### src/rtl/pipe_snapshot_reader.sv
// pipe_snapshot_reader: captures one ID/EX pipeline snapshot and streams it out as a byte frame
// Frame layout: 0xA5 header, then 9 words (7 data words, fields word, ctrl word), least-significant
// byte first, optionally followed by an XOR checksum byte when SNAP_CHECKSUM_EN is defined.
// Ports:
//   i_clk, i_reset      clock, asynchronous active-high reset
//   i_req               snapshot request, sampled only while idle
//   i_data              7 x BUS_SIZE data words (bus_a .. next_seq_pc)
//   i_fields, i_ctrl    instruction fields (27b) and control bits (19b)
//   o_byte/o_valid/i_ready/o_last  byte stream handshake
//   o_busy              high whenever a frame is in progress
//   o_done              one-cycle pulse after the final byte is accepted
module pipe_snapshot_reader #(
    parameter int BUS_SIZE = 32
) (
    input  logic                  i_clk,
    input  logic                  i_reset,
    input  logic                  i_req,
    input  logic [7*BUS_SIZE-1:0] i_data,
    input  logic [26:0]           i_fields,
    input  logic [18:0]           i_ctrl,
    input  logic                  i_ready,
    output logic [7:0]            o_byte,
    output logic                  o_valid,
    output logic                  o_last,
    output logic                  o_busy,
    output logic                  o_done
);
    localparam int NB = 9 * BUS_SIZE / 8;
    localparam int CW = $clog2(NB);
    localparam logic [CW-1:0] LAST = CW'(NB - 1);
`ifdef SNAP_CHECKSUM_EN
    typedef enum logic [2:0] {IDLE, HEADER, PAYLOAD, CHECKSUM, DONE} state_t;
    logic [7:0] chk;
`else
    typedef enum logic [1:0] {IDLE, HEADER, PAYLOAD, DONE} state_t;
`endif
    state_t                state;
    logic [9*BUS_SIZE-1:0] snap;
    logic [CW-1:0]         idx;
    logic [CW-1:0]         nidx;
    assign nidx = idx + 1'b1;
    assign o_busy = state != IDLE;
    // Outputs are registered: each transfer loads the byte that will be presented next.
    always_ff @(posedge i_clk or posedge i_reset) begin
        if (i_reset) begin
            state   <= IDLE;
            snap    <= '0;
            idx     <= '0;
            o_byte  <= 8'h00;
            o_valid <= 1'b0;
            o_last  <= 1'b0;
            o_done  <= 1'b0;
`ifdef SNAP_CHECKSUM_EN
            chk     <= 8'h00;
`endif
        end else begin
            case (state)
                IDLE: begin
                    o_done <= 1'b0;
                    if (i_req) begin
                        snap    <= {BUS_SIZE'(i_ctrl), BUS_SIZE'(i_fields), i_data};
                        idx     <= '0;
                        o_byte  <= 8'hA5;
                        o_valid <= 1'b1;
                        o_last  <= 1'b0;
                        state   <= HEADER;
`ifdef SNAP_CHECKSUM_EN
                        chk     <= 8'h00;
`endif
                    end
                end
                HEADER: if (i_ready) begin
                    o_byte <= snap[7:0];
                    idx    <= '0;
                    state  <= PAYLOAD;
`ifdef SNAP_CHECKSUM_EN
                    chk    <= o_byte;
`endif
                end
                PAYLOAD: if (i_ready) begin
                    if (idx == LAST) begin
`ifdef SNAP_CHECKSUM_EN
                        // Checksum byte folds in the payload byte being accepted right now.
                        o_byte <= chk ^ o_byte;
                        o_last <= 1'b1;
                        state  <= CHECKSUM;
`else
                        o_byte  <= 8'h00;
                        o_valid <= 1'b0;
                        o_last  <= 1'b0;
                        o_done  <= 1'b1;
                        state   <= DONE;
`endif
                    end else begin
                        idx    <= nidx;
                        o_byte <= snap[{nidx, 3'b000} +: 8];
`ifndef SNAP_CHECKSUM_EN
                        o_last <= nidx == LAST;
`endif
                    end
`ifdef SNAP_CHECKSUM_EN
                    chk <= chk ^ o_byte;
`endif
                end
`ifdef SNAP_CHECKSUM_EN
                CHECKSUM: if (i_ready) begin
                    o_byte  <= 8'h00;
                    o_valid <= 1'b0;
                    o_last  <= 1'b0;
                    o_done  <= 1'b1;
                    state   <= DONE;
                end
`endif
                DONE: begin
                    o_done <= 1'b0;
                    state  <= IDLE;
                end
                default: state <= IDLE;
            endcase
        end
    end
endmodule

### config.mk
export PLATFORM = sky130hd
export DESIGN_NAME = pipe_snapshot_reader
export DESIGN_NICKNAME = d
export VERILOG_FILES = /design/src/rtl/pipe_snapshot_reader.sv
export SDC_FILE = /design/constraint.sdc
export NUM_CORES = 1
export LEC_CHECK = 0
export CAP_MARGIN = 20
export CORE_UTILIZATION = 55
export DETAILED_ROUTE_END_ITERATION = 8
export PLACE_DENSITY = 0.95
export RECOVER_POWER = 100
export SLEW_MARGIN = 10
export SYNTH_ARGS = -nofsm -noshare
export SYNTH_HDL_FRONTEND = slang
export SYNTH_SLANG_ARGS = --single-unit
### constraint.sdc
create_clock -name i_clk -period 14.8 [get_ports i_clk]
set_input_delay 1.48 -clock i_clk [delete_from_list [all_inputs] [get_ports i_clk]]
set_output_delay 1.48 -clock i_clk [all_outputs]
set_load 0.01 [all_outputs]
==> impl_metrics.ini, run 1 <==
[power]
power.leakage_nw = 7.14
p_sw_mw = 1.11
comb_power_share_pct = 38.6
p_sw_share_pct = 30.9
totalPowerFinal_mw = 3.61
powerDensity_nw_per_um2 = 208
p_seq_share_pct = 39.8
irDropWorstVdd_v = 0.000112
p_clk_share_pct = 21.6
p_int_mw = 2.49

[status]
violations = capacitance limit, slew limit
status = finished, violations left

[clock_network]
ctsResizeCount = 0
cts_root_buf = clkbuf_16
cts.sink_count = 289
clk_pin_slew_worst_paths_ps = 60
clock_latency_ps = 560
cts_tree = built
hold_buffers = 0
post_cts_buffers = 0
clockBufferDepth = 3
htree_levels = 1
cts_inserted_buffers = 31

[job]
maxCapViolations = 9

[grt]
grt_pass1_vias = 9513
grt_max_degree = 146
antenna_found_initial = 7
grt_usage_pct = 29.0
grt-ovfl-total = 0
grt_pass1_wl_microns = 53300

[floorplan]
die_area_sq_um = 24700
die_w_microns = 157
initial_utilization_pct = 56.1
core_area_sq_um = 23500
die_h_microns = 157
io_pins = 286
num_rows = 56

[detailed_routing]
wire_per_inst_microns = 23.3
routed_wl_microns = 34800
drtIter0Drc = 529
dr.pass1.iters = 6
ant_nets = 0
vias = 8758
drc = 0
viasPerCell = 5.87

[setup_path]
worstPathBufferInverterCount = 3
path_max_fanout = 145
cp-end-kind = asynchronous set/reset pin
r2r-start = idx[0]
critPathRequiredTime_ps = 14730
crit_family = buffers and inverters
arrival_ps = 8180
startpoint = i_reset
r2r.worst_path.cells = 8
worst-path-stages = 3
cp-start-kind = primary input
cpMaxStageDelayCell = clkinvlp_2
slowest_delay_ps = 3530
crit_type = primary input to asynchronous set/reset pin
crit_path_cell_trace = dlygate4sd3_1, clkinvlp_2, clkbuf_1

[place]
place_ws_ps = 9900
gp_congestion = 0.939
port_buffers = 285
post-dp-hpwl_microns = 24500

[synthesis]
yosys.cell_types.count = 47
async_reset_ff_share_pct = 100
syn_inst = 870
synth-seq-cells = 289
synth_warnings = 0
synth-edff-count = 0
synth_nets = 1151
synth_ff_type = dfrtp_1
avgSynthCellArea_sq_um = 15.2
synth_top_area_cell = dfrtp_1
ys_top_cells_by_area = dfrtp_1 55%, mux2_2 23%, mux4_2 11%, nand2_1 1.4%, mux2i_1 1.2%
seq_area_frac_synth_pct = 54.7
syn_area_sq_um = 13200
synth_top_area_share_pct = 54.7

[min_path]
hp-start = o_last
hold_class = flop to flop
holdPathStages = 2

[sta]
relSlewSlack_pct = -325
fmax_mhz = 121
fin_setup_tns_ps = 0
setup_violations = 0
drv_slew = 573
hold_viol = 0
tightest_slew_ps = 6350
min_period_ps = 8250
finalCritPeriodShare_pct = 55.7
whs_ps = 490
rsz0062_at_grt = false
fin_ws_ps = 6550
finalClockSkew_ps = 19.1

[final_layout]
drive_gt1_share_pct = 33.6
syn2layout_area_growth_pct = 31.3
fin_util_pct = 73.7
nNetsFinal = 1423
## final timing paths
kind                        endpoint  slack [ps]
max                        snap[144]        6550
min reg2reg                   o_last         490
max reg2reg                o_byte[6]        6960
min                           o_last         490
min in group asynchronous   snap[54]        3370
max in group i_clk         snap[180]        6800
## layout by cell type (no fill, tap or decap), types with 3 or more instances in the layout
master           netlist  layout
xor2_1                 3       3
mux2i_1               16      16
mux2_2               274     270
nand2_1               48      48
and2_0                 0       3
a22oi_1                5       5
ha_1                   7       7
buf_4                  2       3
diode_2                0      10
inv_1                  7       6
nor2_1                11      11
dfrtp_1              289     289
clkdlybuf4s50_1        0     271
a221oi_1               3       3
mux2_1                 0       4
dlygate4sd3_1          0      14
bufinv_16              0       3
a21oi_1                3       3
mux4_2                65      65
nand4_1                7       7
o21ai_0               23      25
nand2b_1               3       3
clkinv_2               0       5
clkbuf_8               0       6
clkbuf_1              41      11
nand3_1               10      10
clkbuf_16              0      31
xnor2_1                4       3
## area by class of cell
class	count	area [sq um]
diodes	10	25.0
clock buffers	43	881
clock inverters	11	154
well taps	319	399
multi-input cells	518	5710
flip-flops and latches	289	7230
inverters	8	31.3
repair buffers	294	2920
fillers	1468	6190
## worst reg2reg max path: stages, from the launching register on
cell,delay [ps]
dfrtp_1,1850
clkinv_1,870
ha_1,2810
nor2b_1,980
o2bb2ai_1,320
mux4_1,410
mux2i_1,140
o221ai_1,210
and2_0,170
## power by group through the flow
stage / combinational (mW) / sequential [mW] / clock (mW)
finish: 1.39 / 1.44 / 0.778
global route: 1.48 / 1.48 / 0.821
CTS: 1.36 / 1.43 / 0.789
detailed placement: 1.34 / 1.43 / 0
global placement: 1.29 / 1.40 / 0
floorplan: 1.01 / 1.33 / 0
## metrics by stage
stage | instance area, sq um | cells
after floorplan | 13200 | 870
after global placement | 16300 | 1427
after detailed placement | 16300 | 1427
after CTS | 17400 | 1481
after global routing | 17300 | 1488
final | 17400 | 1492
## state kept, by name (all words and copies together) (netlist names)
| name | count |
|---|---|
| snap | 270 |
| o_byte | 8 |
| idx | 6 |
| state | 2 |
| o_done | 1 |
| o_last | 1 |
| o_valid | 1 |
## synth_stat cells, types with 5 or more instances
master / number
nand3_1: 10
ha_1: 7
a22oi_1: 5
nand2_1: 48
mux4_2: 65
inv_1: 7
o21ai_0: 23
clkbuf_1: 41
nor2_1: 11
buf_2: 7
nand4_1: 7
dfrtp_1: 289
mux2_2: 274
mux2i_1: 16
## kinds of logic after synthesis
kind of cell | after synthesis | share of synthesized area (%)
mux | 357 | 36.0
flops | 289 | 54.7
simple gates | 91 | 3.13
buf+inv | 63 | 2.14
compound gates | 56 | 2.87
xor+xnor | 7 | 0.464
fa+ha+maj | 7 | 0.663
## metal layers
metal / wire [microns] / GRT usage (%) / vias to the layer above
met1: 13500 / 36.6 / 4459
met3: 2450 / 6.17 / 112
met4: 1650 / 13.5 / 0
met5: 0 / 0 / -
li1: - / - / 3801
met2: 17300 / 48.3 / 386
No activity file was read; power rests on OpenSTA's default activity.
==> inputs of run 2 (changes only) <==
- CORE_UTILIZATION: 55 -> 46
- PLACE_DENSITY: 0.95 -> 0.87
- clock period: 14.8 -> 7.4 ns (I/O delays scaled with it)
==> impl_metrics.ini, run 2 (synthesis gave the netlist of run 1 again) <==
[setup_path]
crit_path_cell_trace = clkinv_1, ha_4, nor2b_1, o2bb2ai_1, mux4_1, mux2i_1, o221ai_1, and2_0
arrival_ps = 5570
slowest_delay_ps = 1440
cpMaxStageDelayCell = dfrtp_1
critPathRequiredTime_ps = 7900
cp-end-kind = flop
path_max_fanout = 69
startpoint = idx[0]
r2r.worst_path.cells = 8
reg2reg_to = o_byte[4]
crit_end = o_byte[4]
crit_type = flop to flop
r2r-start = idx[0]
cp-start-kind = flop
regToRegSetupSlack_ps = 2330

[clock_network]
cts_tree = built
clk_pin_slew_worst_paths_ps = 70
post_cts_buffers = 0
cts_root_buf = clkbuf_16
clock_latency_ps = 560
clockBufferDepth = 3
hold_buffers = 0
cts.sink_count = 289
cts_inserted_buffers = 30
ctsResizeCount = 0
htree_levels = 1

[sta]
fin_setup_tns_ps = 0
finalCritPeriodShare_pct = 68.5
hold_viol = 0
fmax_mhz = 197
tightest_slew_ps = 3020
relSlewSlack_pct = -102
rsz0062_at_grt = false
setup_violations = 0
finalClockSkew_ps = 9.62
drv_slew = 122
min_period_ps = 5070

[grt]
grt_pass1_vias = 9224
grt-ovfl-total = 0
antenna_found_initial = 9
grt_usage_pct = 26.4
grt_max_degree = 195
grt_pass1_wl_microns = 56700

[final_layout]
syn2layout_area_growth_pct = 31.6
largest-register = snap
drive_gt1_share_pct = 33.9
fill_cells = 2050
final_common_cell = dfrtp_1
reg.largest.list = snap: 270 flops, o_byte: 8 flops, idx: 6 flops
largest_reg_flops = 270
fin_util_pct = 62.1
nNetsFinal = 1420
final_cell_mix = 289 x dfrtp_1, 272 x mux2_2, 272 x clkdlybuf4s50_1

[place]
post-dp-hpwl_microns = 28200
gp_congestion = 0.946
port_buffers = 285

[floorplan]
core_area_sq_um = 28000
initial_utilization_pct = 47.2
num_rows = 61
io_pins = 286
die_area_sq_um = 29400
die_w_microns = 172
die_h_microns = 172

[power]
power.leakage_nw = 7.13
powerDensity_nw_per_um2 = 413
irDropWorstVdd_v = 0.000229

[job]
maxCapViolations = 3

[detailed_routing]
ant_nets = 0
drtIter0Drc = 829
wire_per_inst_microns = 24.7
routed_wl_microns = 38200
drc = 0
vias = 8791
viasPerCell = 5.68
dr.pass1.iters = 5

[status]
violations = capacitance limit, slew limit
status = finished, violations left

[min_path]
hold_class = flop to flop
-- run 2: metrics by stage --
step	total power [mW]	instances	worst slack [ps]	hold slack [ps]	cell area (sq um)
CTS	7.16	1540	3420	500	17400
global placement	5.52	1485	3560	466	16400
global route	7.50	1546	1930	514	17400
floorplan	4.68	870	2830	474	13200
finish	7.18	1547	2330	499	17400
detailed placement	5.62	1485	3450	487	16400
-- run 2: area by class of cell --
class / count / area [sq um] / share of cell area [%]
flip-flops and latches: 289 / 7230 / 41.6
multi-input cells: 518 / 5720 / 32.9
repair buffers: 292 / 2930 / 16.8
clock buffers: 47 / 896 / 5.15
well taps: 378 / 473 / 2.72
clock inverters: 8 / 90.1 / 0.518
inverters: 8 / 31.3 / 0.180
diodes: 7 / 17.5 / 0.101
-- run 2: layer usage --
metal  track usage, %  up-vias  wire length [microns]
li1                 -     3789                      -
met1             36.2     4538                  16300
met2             39.9      375                  17500
met3             7.18       85                   3160
met4             10.7        4                   1310
met5                0        -                     30
-- run 2: worst min path at each step --
stage                      to       from  cells past startpoint
global placement       o_last     o_last                      2
finish              snap[172]  snap[172]                      1
detailed placement  snap[172]  snap[172]                      1
global route         snap[83]   snap[83]                      1
CTS                 snap[172]  snap[172]                      1
floorplan           snap[227]  snap[227]                      1
-- run 2: power breakdown --
part,leakage (nW),switching (mW),internal [mW]
Combinational,3.22,1.03,1.60
Sequential,3.42,0.656,2.38
Clock,0.489,0.618,0.895
-- run 2: critical path, delay by kind of cell (launching register included) --
kind	cells	cell delay (ps)
buf+inv	1	720
fa+ha+maj	1	1140
compound gates	2	390
flops	1	1440
simple gates	2	820
mux	2	470
